===== src/rtl/attendance_tracker_multi.sv =====
// Per-student attendance tracker: shared lecture counter, per-student attended
// counters, and a handshaked status query computed with a restoring divider.
//
// state  | meaning
// IDLE   | ready to accept a query
// CALC   | form P = A*REQ_DEN and Q = T*REQ_NUM, pick dividend/divisor
// DIV    | NW restoring steps, then one finalize step (ceil, FA update)
// RESP   | response held until resp_ready
module attendance_tracker_multi #(
    parameter int N_STUDENTS   = 8,
    parameter int TERM_CLASSES = 26,
    parameter int REQ_NUM      = 3,
    parameter int REQ_DEN      = 4
) (
    input  logic                                                   clk,
    input  logic                                                   clr_n,
    input  logic                                                   class_valid,
    input  logic [N_STUDENTS-1:0]                                  present,
    input  logic                                                   new_term,
    input  logic                                                   query_valid,
    input  logic [$clog2(N_STUDENTS)-1:0]                          query_id,
    output logic                                                   query_ready,
    output logic                                                   resp_valid,
    input  logic                                                   resp_ready,
    output logic [$clog2(TERM_CLASSES+1)-1:0]                      resp_total,
    output logic [$clog2(TERM_CLASSES+1)-1:0]                      resp_attended,
    output logic                                                   resp_safe,
    output logic [$clog2(TERM_CLASSES+1)-1:0]                      resp_leaves,
    output logic [$clog2(TERM_CLASSES+1)+$clog2(REQ_DEN+1)-1:0]    resp_to_attend,
    output logic                                                   resp_fa,
    output logic                                                   term_done
);
    localparam int IW   = $clog2(N_STUDENTS);
    localparam int CW   = $clog2(TERM_CLASSES + 1);
    localparam int DW   = $clog2(REQ_DEN + 1);
    localparam int NW   = CW + DW;
    localparam int CNTW = $clog2(NW + 1);
    localparam logic [NW-1:0] DEN_W  = NW'(REQ_DEN);
    localparam logic [NW-1:0] NUM_W  = NW'(REQ_NUM);
    localparam logic [NW-1:0] GAP_W  = NW'(REQ_DEN - REQ_NUM);
    localparam logic [NW-1:0] TERM_W = NW'(TERM_CLASSES);

    typedef enum logic [1:0] {S_IDLE, S_CALC, S_DIV, S_RESP} state_t;

    state_t          state_q, state_d;
    logic [CW-1:0]   total_q, total_d;
    logic [CW-1:0]   att_q [N_STUDENTS];
    logic [CW-1:0]   att_d [N_STUDENTS];
    logic [N_STUDENTS-1:0] fa_q, fa_d;
    logic [CW-1:0]   t_q, t_d, a_q, a_d;
    logic [IW-1:0]   id_q, id_d;
    logic            safe_q, safe_d;
    logic [NW-1:0]   dvd_q, dvd_d, dvs_q, dvs_d;
    logic [NW:0]     rem_q, rem_d;
    logic [CNTW-1:0] cnt_q, cnt_d;
    logic [CW-1:0]   leaves_q, leaves_d;
    logic [NW-1:0]   ta_q, ta_d;
    logic            rfa_q, rfa_d;

    logic [CW-1:0]   a_sel;
    logic            fa_sel, fa_set;
    logic [NW-1:0]   p, q, to_att, remain;
    logic [NW:0]     rem_sh;

    assign term_done      = (total_q == CW'(TERM_CLASSES));
    assign query_ready    = (state_q == S_IDLE);
    assign resp_valid     = (state_q == S_RESP);
    assign resp_total     = t_q;
    assign resp_attended  = a_q;
    assign resp_safe      = safe_q;
    assign resp_leaves    = leaves_q;
    assign resp_to_attend = ta_q;
    assign resp_fa        = rfa_q;

    always_comb begin
        state_d  = state_q;
        total_d  = total_q;
        att_d    = att_q;
        fa_d     = fa_q;
        t_d      = t_q;
        a_d      = a_q;
        id_d     = id_q;
        safe_d   = safe_q;
        dvd_d    = dvd_q;
        dvs_d    = dvs_q;
        rem_d    = rem_q;
        cnt_d    = cnt_q;
        leaves_d = leaves_q;
        ta_d     = ta_q;
        rfa_d    = rfa_q;
        a_sel    = '0;
        fa_sel   = 1'b0;
        fa_set   = 1'b0;
        for (int i = 0; i < N_STUDENTS; i++) begin
            if (IW'(i) == query_id) a_sel = att_q[i];
            if (IW'(i) == id_q)     fa_sel = fa_q[i];
        end
        p      = NW'(a_q) * DEN_W;
        q      = NW'(t_q) * NUM_W;
        rem_sh = {rem_q[NW-1:0], dvd_q[NW-1]};
        to_att = dvd_q + {{(NW-1){1'b0}}, |rem_q};
        remain = TERM_W - NW'(t_q);

        case (state_q)
            S_IDLE: begin
                if (query_valid) begin
                    t_d     = total_q;
                    a_d     = a_sel;
                    id_d    = query_id;
                    state_d = S_CALC;
                end
            end
            S_CALC: begin
                if (p >= q) begin
                    safe_d = 1'b1;
                    dvd_d  = p - q;
                    dvs_d  = NUM_W;
                end else begin
                    safe_d = 1'b0;
                    dvd_d  = q - p;
                    dvs_d  = GAP_W;
                end
                rem_d   = '0;
                cnt_d   = CNTW'(NW);
                state_d = S_DIV;
            end
            S_DIV: begin
                if (cnt_q != '0) begin
                    cnt_d = cnt_q - CNTW'(1);
                    if (rem_sh >= {1'b0, dvs_q}) begin
                        rem_d = rem_sh - {1'b0, dvs_q};
                        dvd_d = {dvd_q[NW-2:0], 1'b1};
                    end else begin
                        rem_d = rem_sh;
                        dvd_d = {dvd_q[NW-2:0], 1'b0};
                    end
                end else begin
                    // dvd_q now holds the quotient, rem_q the remainder
                    if (safe_q) begin
                        leaves_d = CW'(dvd_q);
                        ta_d     = '0;
                    end else begin
                        leaves_d = '0;
                        ta_d     = to_att;
                        fa_set   = (to_att > remain);
                    end
                    for (int i = 0; i < N_STUDENTS; i++) begin
                        if (fa_set && IW'(i) == id_q) fa_d[i] = 1'b1;
                    end
                    rfa_d   = fa_sel | fa_set;
                    state_d = S_RESP;
                end
            end
            S_RESP: begin
                if (resp_ready) state_d = S_IDLE;
            end
            default: state_d = S_IDLE;
        endcase

        if (new_term) begin
            total_d = '0;
            att_d   = '{default: '0};
            fa_d    = '0;
        end else if (class_valid && !term_done) begin
            total_d = total_q + CW'(1);
            for (int i = 0; i < N_STUDENTS; i++) begin
                att_d[i] = att_q[i] + CW'(present[i]);
            end
        end
    end

    always_ff @(posedge clk or negedge clr_n) begin
        if (!clr_n) begin
            state_q  <= S_IDLE;
            total_q  <= '0;
            att_q    <= '{default: '0};
            fa_q     <= '0;
            t_q      <= '0;
            a_q      <= '0;
            id_q     <= '0;
            safe_q   <= 1'b0;
            dvd_q    <= '0;
            dvs_q    <= '0;
            rem_q    <= '0;
            cnt_q    <= '0;
            leaves_q <= '0;
            ta_q     <= '0;
            rfa_q    <= 1'b0;
        end else begin
            state_q  <= state_d;
            total_q  <= total_d;
            att_q    <= att_d;
            fa_q     <= fa_d;
            t_q      <= t_d;
            a_q      <= a_d;
            id_q     <= id_d;
            safe_q   <= safe_d;
            dvd_q    <= dvd_d;
            dvs_q    <= dvs_d;
            rem_q    <= rem_d;
            cnt_q    <= cnt_d;
            leaves_q <= leaves_d;
            ta_q     <= ta_d;
            rfa_q    <= rfa_d;
        end
    end
endmodule


===== config.mk =====
export PLATFORM = sky130hd
export DESIGN_NAME = attendance_tracker_multi
export DESIGN_NICKNAME = d
export VERILOG_FILES = /design/src/rtl/attendance_tracker_multi.sv
export SDC_FILE = /design/constraint.sdc
export NUM_CORES = 1
export LEC_CHECK = 0
export CAP_MARGIN = 0
export CORE_ASPECT_RATIO = 1.4
export CORE_MARGIN = 8
export CORE_UTILIZATION = 55
export DETAILED_ROUTE_END_ITERATION = 8
export PLACE_DENSITY = 0.76
export RECOVER_POWER = 25
export SLEW_MARGIN = 10
export SYNTH_ARGS = -nofsm -noshare
export SYNTH_HDL_FRONTEND = slang
export SYNTH_SLANG_ARGS = --single-unit

===== constraint.sdc =====
create_clock -name clk -period 3.8 [get_ports clk]
set_clock_uncertainty 0.05 [all_clocks]
set_input_delay 0.57 -clock clk [delete_from_list [all_inputs] [get_ports clk]]
set_output_delay 0.57 -clock clk [all_outputs]
set_load 0.1 [all_outputs]

==> impl_metrics.xml, run 1 <==
<?xml version="1.0" encoding="UTF-8"?>
<metrics>
  <group name="run_status">
    <metric name="run_status" unit="">complete, but fails checks</metric>
    <metric name="violations" unit="">capacitance limit, slew limit</metric>
  </group>
  <group name="clocking">
    <metric name="clock_transition_at_path_regs" unit="ns">0.07</metric>
    <metric name="clock_h_tree_levels" unit="">3</metric>
    <metric name="hold_buffers" unit="">0</metric>
    <metric name="cts_tree" unit="">done</metric>
    <metric name="clk_latency_worst_skew_pair" unit="ns">0.35</metric>
    <metric name="cts_root_buf" unit="">sky130_fd_sc_hd__clkbuf_16</metric>
    <metric name="post_cts_buffers" unit="">0</metric>
    <metric name="max-clock-path-buffers" unit="">2</metric>
    <metric name="tritoncts_num_sinks" unit="">105</metric>
    <metric name="post_cts.resized_instances" unit="">0</metric>
    <metric name="cts_made_buffers" unit="">9</metric>
  </group>
  <group name="logic_synthesis">
    <metric name="total_standard_cell_area_after_synthesis" unit="um2">6440</metric>
    <metric name="simple_gate_area_share_of_the_yosys_netlist" unit="%">17.4</metric>
    <metric name="ys_seq_area_share" unit="%">40.8</metric>
    <metric name="synth_seq_cells" unit="">105</metric>
    <metric name="synth.mux.area_fraction" unit="%">4.72</metric>
    <metric name="synth_fp_nets" unit="">768</metric>
    <metric name="post_synth.cell_area_avg" unit="um2">9.29</metric>
    <metric name="yosys_warnings" unit="">0</metric>
    <metric name="syn-instance-count" unit="">693</metric>
    <metric name="postSynth.asyncResetShare" unit="%">100</metric>
    <metric name="synth_cell_type_count" unit="">63</metric>
    <metric name="synth-compound-area-share" unit="%">13.8</metric>
    <metric name="synth_xor_xnor_area_share" unit="%">7.07</metric>
    <metric name="synth_top_family_by_area" unit="">simple AND/OR/NAND/NOR gates</metric>
    <metric name="synth_adder_area_share" unit="%">11.6</metric>
    <metric name="postSynth.topFlopCell" unit="">sky130_fd_sc_hd__dfrtp_1</metric>
    <metric name="number_of_synthesized_flops_with_an_enable_pin" unit="">0</metric>
  </group>
  <group name="power_and_ir_drop">
    <metric name="power.share.combinational" unit="%">51.0</metric>
    <metric name="irDropWorstVdd" unit="mV">0.327</metric>
    <metric name="sw_frac_of_total" unit="%">47.7</metric>
    <metric name="cellInternalPower" unit="mW">2.67</metric>
    <metric name="clock_power_share" unit="%">17.3</metric>
    <metric name="power_leakage" unit="nW">3.19</metric>
    <metric name="p_switching" unit="mW">2.44</metric>
    <metric name="power_density" unit="nW/um2">706</metric>
    <metric name="seq_power_share" unit="%">31.7</metric>
  </group>
  <group name="setup_path">
    <metric name="worstPathMaxFanout" unit="">9</metric>
    <metric name="crit_type" unit="">flip-flop to flip-flop</metric>
    <metric name="worst_ep_arrival_time" unit="ns">3.54</metric>
    <metric name="crit_path_start_kind" unit="">flip-flop</metric>
    <metric name="timing.critical_path.required" unit="ns">4.01</metric>
    <metric name="cp-end-kind" unit="">flip-flop</metric>
  </group>
  <group name="cells_and_area">
    <metric name="final_layout_size_suffix_gt1_share" unit="%">6.36</metric>
    <metric name="nets" unit="">793</metric>
    <metric name="antennaDiodeCount" unit="">0</metric>
    <metric name="area_growth" unit="%">12.2</metric>
    <metric name="final_design_area_no_fill" unit="um2">7230</metric>
  </group>
  <group name="global_route">
    <metric name="grt_overflow" unit="">0</metric>
    <metric name="grt_pass1_vias" unit="">5128</metric>
    <metric name="grt_util_all_layers" unit="%">19.4</metric>
    <metric name="wire_length_of_the_first_global_routing_pass" unit="um">24200</metric>
    <metric name="initial_antenna_violation_count" unit="">0</metric>
    <metric name="maximum_number_of_pins_on_one_net_before_global_route_repair" unit="">66</metric>
  </group>
  <group name="detailed_routing">
    <metric name="num_vias" unit="">5024</metric>
    <metric name="post_drt_wl_per_cell" unit="um">16.6</metric>
    <metric name="drt_drc_violations_left" unit="">0</metric>
    <metric name="vias_per_cell" unit="">5.77</metric>
    <metric name="drc_marker_count_from_the_first_detailed_route_iteration" unit="">227</metric>
    <metric name="finalWirelength" unit="um">14400</metric>
    <metric name="firstDrtPassIters" unit="">4</metric>
    <metric name="detail-route-antenna-nets" unit="">0</metric>
  </group>
  <group name="floorplan">
    <metric name="number_of_ports_placed_on_the_die_boundary" unit="">45</metric>
    <metric name="die_area" unit="um2">15500</metric>
    <metric name="die_w" unit="um">107</metric>
    <metric name="start_util" unit="%">55.3</metric>
    <metric name="core_area" unit="um2">11600</metric>
    <metric name="fp.dieH" unit="um">144</metric>
    <metric name="placement_rows" unit="">47</metric>
  </group>
  <group name="sta">
    <metric name="hold_violations" unit="">0</metric>
    <metric name="timing.setup.tns" unit="ns">0</metric>
    <metric name="slew_headroom" unit="%">-12.8</metric>
    <metric name="slew_violations" unit="">66</metric>
    <metric name="fin_crit_sh" unit="%">87.6</metric>
    <metric name="tightest_slew" unit="ns">1.69</metric>
    <metric name="min_period" unit="ns">3.33</metric>
    <metric name="maxClockFrequency" unit="GHz">0.300</metric>
    <metric name="setup-violations-final" unit="">0</metric>
    <metric name="grt_setup_unrepaired" unit="">false</metric>
  </group>
  <group name="min_path">
    <metric name="timing.hold.worst.class" unit="">flip-flop to flip-flop</metric>
  </group>
  <group name="place">
    <metric name="gp_routability_congestion" unit="">0.858</metric>
    <metric name="port_buffers" unit="">44</metric>
    <metric name="dp.final_hpwl" unit="um">10600</metric>
    <metric name="placed_cell_area" unit="um2">6950</metric>
  </group>
  <group name="job">
    <metric name="max_cap_violations" unit="">1</metric>
  </group>
</metrics>
[per-stage QoR]
step	util [%]	instances	setup slack, ns	hold WS [ns]	total power [mW]
after floorplan	-	693	0.277	0.224	3.61
after global placement	59.6	854	0.669	0.414	4.12
after detailed placement	59.6	854	0.523	0.422	4.22
after CTS	62.1	870	0.477	0.312	5.11
after global routing	62.1	870	0.216	0.463	5.43
final	62.1	870	0.470	0.432	5.10
[logic make-up after synthesis]
| logic type | Yosys count |
|---|---|
| AOI/OAI and AO/OA | 145 |
| buffers and inverters | 74 |
| and+or+nand+nor | 237 |
| DFF | 105 |
| adders and majority gates | 58 |
| muxes | 22 |
| xor gates and xnor gates | 52 |
[cell usage after synthesis, types with 3 or more instances]
cell                       count  area share [%]
sky130_fd_sc_hd__a211oi_1      4            0.47
sky130_fd_sc_hd__a21o_1        4            0.47
sky130_fd_sc_hd__a21oi_1      42             3.3
sky130_fd_sc_hd__a221oi_1      4            0.54
sky130_fd_sc_hd__a22oi_1       8            0.93
sky130_fd_sc_hd__buf_2         6            0.47
sky130_fd_sc_hd__clkbuf_1     27             1.6
sky130_fd_sc_hd__dfrtp_1     105              41
sky130_fd_sc_hd__fa_1          3            0.93
sky130_fd_sc_hd__ha_1         55              11
sky130_fd_sc_hd__inv_1        38             2.2
sky130_fd_sc_hd__mux2_2        7             1.2
sky130_fd_sc_hd__mux2i_1       9             1.4
sky130_fd_sc_hd__mux4_2        6             2.1
sky130_fd_sc_hd__nand2_1     101             5.9
sky130_fd_sc_hd__nand2b_1      3            0.29
sky130_fd_sc_hd__nand3_1       9            0.70
sky130_fd_sc_hd__nand4_1      25             2.4
sky130_fd_sc_hd__nor2_1       52             3.0
sky130_fd_sc_hd__nor2b_1      14             1.4
sky130_fd_sc_hd__nor3_1        8            0.62
sky130_fd_sc_hd__nor4_1        5            0.49
sky130_fd_sc_hd__nor4b_1       3            0.41
sky130_fd_sc_hd__o21ai_0      49             3.8
sky130_fd_sc_hd__o31ai_1       5            0.58
sky130_fd_sc_hd__xnor2_1      18             2.4
sky130_fd_sc_hd__xor2_1       34             4.6
[metal layers]
| layer | wire (um) | vias to the layer above | GRT usage (%) |
|---|---|---|---|
| met2 | 7840 | 99 | 36.8 |
| met1 | 5720 | 2441 | 21.0 |
| met3 | 510 | 26 | 2.77 |
| li1 | - | 2458 | - |
| met5 | 0 | - | 0 |
| met4 | 377 | 0 | 7.77 |
[power by group through the flow]
| stage | clock network, mW | logic [mW] | registers (mW) |
|---|---|---|---|
| 2_1_floorplan | 0 | 1.56 | 2.04 |
| 3_3_place_gp | 0 | 2.50 | 1.61 |
| 3_5_place_dp | 0 | 2.58 | 1.63 |
| 4_1_cts | 0.896 | 2.60 | 1.62 |
| 5_1_grt | 0.946 | 2.83 | 1.66 |
| 6_report | 0.881 | 2.60 | 1.62 |
[critical path: stages, from the launching register on]
cell and delay (ns):
sky130_fd_sc_hd__dfrtp_1 0.44, sky130_fd_sc_hd__or3_4 0.44, sky130_fd_sc_hd__nor2_1 0.18, sky130_fd_sc_hd__nand3_1 0.18, sky130_fd_sc_hd__ha_1 0.28, sky130_fd_sc_hd__nand4_1 0.13, sky130_fd_sc_hd__xnor2_1 0.09, sky130_fd_sc_hd__ha_1 0.35
sky130_fd_sc_hd__nand4_1 0.12, sky130_fd_sc_hd__nand3b_1 0.17, sky130_fd_sc_hd__a21oi_1 0.49, sky130_fd_sc_hd__o21ai_0 0.16, sky130_fd_sc_hd__a21oi_1 0.16
[area by class of cell]
| cell class | instances | area (um2) |
|---|---|---|
| fillers | 993 | 4420 |
| multi-input cells | 514 | 3520 |
| flip-flops and latches | 105 | 2630 |
| repair buffers | 49 | 465 |
| clock buffers | 9 | 225 |
| well taps | 147 | 184 |
| inverters | 39 | 146 |
| clock inverters | 7 | 58.8 |
[sequential cells by signal, summed over array words and instances, names as in the netlist]
register and count:
att_q 40, cnt_q 4, dvd_q 8, dvs_q 1
fa_q 8, id_q 3, rem_q 9, resp_attended 5
resp_fa 1, resp_leaves 5, resp_safe 1, resp_to_attend 8
resp_total 5, state_q 2, total_q 5
[cells in the final DEF, fill, tap and decap left out, drive strengths merged, types with 7 or more instances in the layout]
master,instances
a22oi,8
clkbuf,10
nand4,25
o21ai,51
buf,7
inv,38
nor2b,14
nor3,8
nand3,9
xor2,34
ha,55
mux2i,9
dfrtp,105
nand2,101
nor2,53
a21oi,43
mux2,7
clkdlybuf4s50,41
xnor2,18
[worst paths after layout]
path | from | cells after the start | endpoint | slack [ns]
max | rem_q[1] | 12 | fa_q[3] | 0.47
min | resp_to_attend[1] | 2 | resp_to_attend[1] | 0.43
max reg2reg | rem_q[1] | 12 | fa_q[3] | 0.47
min reg2reg | resp_to_attend[1] | 2 | resp_to_attend[1] | 0.43
max in group asynchronous | clr_n | 2 | fa_q[0] | 2.00
min in group asynchronous | clr_n | 1 | rem_q[3] | 0.61
Power figures use the tool's default switching activity.
==> run 2: changes to the inputs <==
ABC_CLOCK_PERIOD_IN_PS = 3800   (was not set)
CORE_UTILIZATION = 50   (was 55)
PLACE_DENSITY = 0.7   (was 0.76)
==> run 2 against run 1 <==
Highest routed layer unchanged. Die area is 8.7% higher. Final cell count is 1.0% higher. Global-route usage is 1.8 points lower. Sequential cell count stayed put. Critical path type unchanged. The flow still finishes with violations (capacitance limit, slew limit). Combinational power hardly changed. Final area is 0.59% higher. Clock power is 5.3% higher.
==> impl_metrics.xml, run 2 (synthesis results as in run 1) <==
<?xml version="1.0" encoding="UTF-8"?>
<metrics>
  <group name="power_and_ir_drop">
    <metric name="clock_power_share" unit="%">18.1</metric>
    <metric name="cellInternalPower" unit="mW">2.74</metric>
    <metric name="p_switching" unit="mW">2.38</metric>
    <metric name="seq_power_share" unit="%">31.5</metric>
    <metric name="power.share.combinational" unit="%">50.3</metric>
    <metric name="sw_frac_of_total" unit="%">46.5</metric>
    <metric name="power_leakage" unit="nW">3.22</metric>
    <metric name="power_density" unit="nW/um2">705</metric>
    <metric name="irDropWorstVdd" unit="mV">0.351</metric>
  </group>
  <group name="cells_and_area">
    <metric name="reg_top3" unit="">att_q: 40 flops, rem_q: 9 flops</metric>
    <metric name="area_growth" unit="%">12.9</metric>
    <metric name="nets" unit="">797</metric>
    <metric name="fin_cells" unit="">879</metric>
    <metric name="largest_register" unit="">att_q</metric>
    <metric name="fillCellCount" unit="">1142</metric>
    <metric name="antennaDiodeCount" unit="">0</metric>
    <metric name="final_layout_size_suffix_gt1_share" unit="%">6.61</metric>
    <metric name="layout.cells.most_common_list" unit="">sky130_fd_sc_hd__dfrtp_1, sky130_fd_sc_hd__nand2_1, sky130_fd_sc_hd__ha_1, sky130_fd_sc_hd__nor2_1, sky130_fd_sc_hd__o21ai_0</metric>
    <metric name="mostFrequentLayoutCell" unit="">sky130_fd_sc_hd__dfrtp_1</metric>
    <metric name="largest_reg_flops" unit="">40</metric>
  </group>
  <group name="sta">
    <metric name="timing.setup.tns" unit="ns">0</metric>
    <metric name="hold_violations" unit="">0</metric>
    <metric name="slew_headroom" unit="%">-102</metric>
    <metric name="fin_crit_sh" unit="%">87.5</metric>
    <metric name="grt_setup_unrepaired" unit="">false</metric>
    <metric name="min_period" unit="ns">3.32</metric>
    <metric name="maxClockFrequency" unit="GHz">0.301</metric>
    <metric name="setup-violations-final" unit="">0</metric>
    <metric name="slew_violations" unit="">56</metric>
    <metric name="tightest_slew" unit="ns">3.02</metric>
  </group>
  <group name="place">
    <metric name="gp_routability_congestion" unit="">0.869</metric>
    <metric name="port_buffers" unit="">44</metric>
    <metric name="dp.final_hpwl" unit="um">10700</metric>
    <metric name="place_inst" unit="">864</metric>
  </group>
  <group name="job">
    <metric name="max_cap_violations" unit="">1</metric>
  </group>
  <group name="detailed_routing">
    <metric name="drt_drc_violations_left" unit="">0</metric>
    <metric name="vias_per_cell" unit="">5.71</metric>
    <metric name="detail-route-antenna-nets" unit="">0</metric>
    <metric name="firstDrtPassIters" unit="">4</metric>
    <metric name="post_drt_wl_per_cell" unit="um">16.3</metric>
    <metric name="finalWirelength" unit="um">14300</metric>
    <metric name="drc_marker_count_from_the_first_detailed_route_iteration" unit="">266</metric>
    <metric name="num_vias" unit="">5016</metric>
  </group>
  <group name="global_route">
    <metric name="maximum_number_of_pins_on_one_net_before_global_route_repair" unit="">56</metric>
    <metric name="grt_pass1_vias" unit="">5081</metric>
    <metric name="wire_length_of_the_first_global_routing_pass" unit="um">24300</metric>
    <metric name="grt_util_all_layers" unit="%">17.7</metric>
    <metric name="grt_overflow" unit="">0</metric>
    <metric name="initial_antenna_violation_count" unit="">0</metric>
  </group>
  <group name="clocking">
    <metric name="tritoncts_num_sinks" unit="">105</metric>
    <metric name="clock_h_tree_levels" unit="">3</metric>
    <metric name="clk_latency_worst_skew_pair" unit="ns">0.35</metric>
    <metric name="clock_transition_at_path_regs" unit="ns">0.07</metric>
    <metric name="max-clock-path-buffers" unit="">2</metric>
    <metric name="post_cts.resized_instances" unit="">0</metric>
    <metric name="hold_buffers" unit="">0</metric>
    <metric name="post_cts_buffers" unit="">0</metric>
    <metric name="cts_made_buffers" unit="">9</metric>
    <metric name="cts_root_buf" unit="">sky130_fd_sc_hd__clkbuf_16</metric>
    <metric name="cts_tree" unit="">done</metric>
  </group>
  <group name="setup_path">
    <metric name="crit_path_start_kind" unit="">flip-flop</metric>
    <metric name="cp-end-kind" unit="">flip-flop</metric>
    <metric name="crit_type" unit="">flip-flop to flip-flop</metric>
    <metric name="worst_ep_arrival_time" unit="ns">3.48</metric>
    <metric name="timing.critical_path.required" unit="ns">3.96</metric>
    <metric name="worstPathMaxFanout" unit="">10</metric>
  </group>
  <group name="floorplan">
    <metric name="placement_rows" unit="">49</metric>
    <metric name="fp.dieH" unit="um">150</metric>
    <metric name="start_util" unit="%">50.7</metric>
    <metric name="die_area" unit="um2">16800</metric>
    <metric name="die_w" unit="um">112</metric>
    <metric name="core_area" unit="um2">12700</metric>
    <metric name="number_of_ports_placed_on_the_die_boundary" unit="">45</metric>
  </group>
  <group name="run_status">
    <metric name="run_status" unit="">complete, but fails checks</metric>
    <metric name="violations" unit="">capacitance limit, slew limit</metric>
  </group>
  <group name="min_path">
    <metric name="timing.hold.worst.class" unit="">flip-flop to flip-flop</metric>
  </group>
</metrics>
## run 2: changes by cell type in the layout (fill, tap and decap cells not counted), sizes merged
| cell | delta |
|---|---|
| inv | +1 |
| bufinv | +1 |
| clkbuf | +3 |
| clkinvlp | -2 |
| clkinv | -3 |
| clkdlybuf4s50 | -1 |
| buf | +4 |
## run 2: final cells by class
type	instances	area, um2	area share, %
flip-flops and latches	105	2630	36.1
well taps	153	191	2.63
multi-input cells	514	3520	48.4
clock buffers	11	243	3.34
clock inverters	4	52.6	0.723
repair buffers	53	489	6.73
inverters	39	146	2.01
## run 2: final timing paths
check                            endpoint  slack [ns]           start  cells after the start
min reg2reg                resp_leaves[0]        0.43  resp_leaves[0]                      2
min                        resp_leaves[0]        0.43  resp_leaves[0]                      2
max in group asynchronous         fa_q[7]        0.78           clr_n                      2
max reg2reg                      dvd_q[7]        0.48   resp_total[0]                     10
max                              dvd_q[7]        0.48   resp_total[0]                     10
min in group asynchronous        rem_q[3]        1.15           clr_n                      1
## run 2: power by group through the flow
stage / Clock [mW] / Combinational, mW / Sequential [mW]
after floorplan: 0 / 1.56 / 2.04
after global placement: 0 / 2.51 / 1.62
after detailed placement: 0 / 2.57 / 1.64
after CTS: 0.948 / 2.59 / 1.62
after global routing: 0.988 / 2.82 / 1.66
final: 0.928 / 2.58 / 1.62
## run 2: per-layer routing
metal	vias up	share of wire, %	global-route usage (%)
met5	-	0	0
met4	0	2.1	6.59
met3	20	3.3	3.37
met2	77	54	33.4
met1	2447	40	19.2
li1	2472	-	-
## run 2: worst max-delay path, cell delays in order, from the launching register on
cell,delay (ns)
sky130_fd_sc_hd__dfrtp_1,0.46
sky130_fd_sc_hd__ha_1,0.30
sky130_fd_sc_hd__fa_1,0.42
sky130_fd_sc_hd__xnor2_1,0.22
sky130_fd_sc_hd__inv_1,0.11
sky130_fd_sc_hd__fa_1,0.48
sky130_fd_sc_hd__a21oi_1,0.23
sky130_fd_sc_hd__a21oi_2,0.16
sky130_fd_sc_hd__or2_2,0.37
sky130_fd_sc_hd__a311oi_1,0.27
sky130_fd_sc_hd__o21ai_0,0.12
## run 2: stage by stage
step / utilization (%) / power (mW) / cell area [um2] / setup WS [ns] / hold slack [ns]
floorplan: - / 3.61 / 6440 / 0.277 / 0.224
global placement: 55.0 / 4.13 / 6980 / 0.667 / 0.414
detailed placement: 55.0 / 4.21 / 6980 / 0.552 / 0.415
CTS: 57.3 / 5.15 / 7280 / 0.493 / 0.249
global route: 57.3 / 5.46 / 7270 / 0.0878 / 0.448
finish: 57.3 / 5.12 / 7270 / 0.477 / 0.429
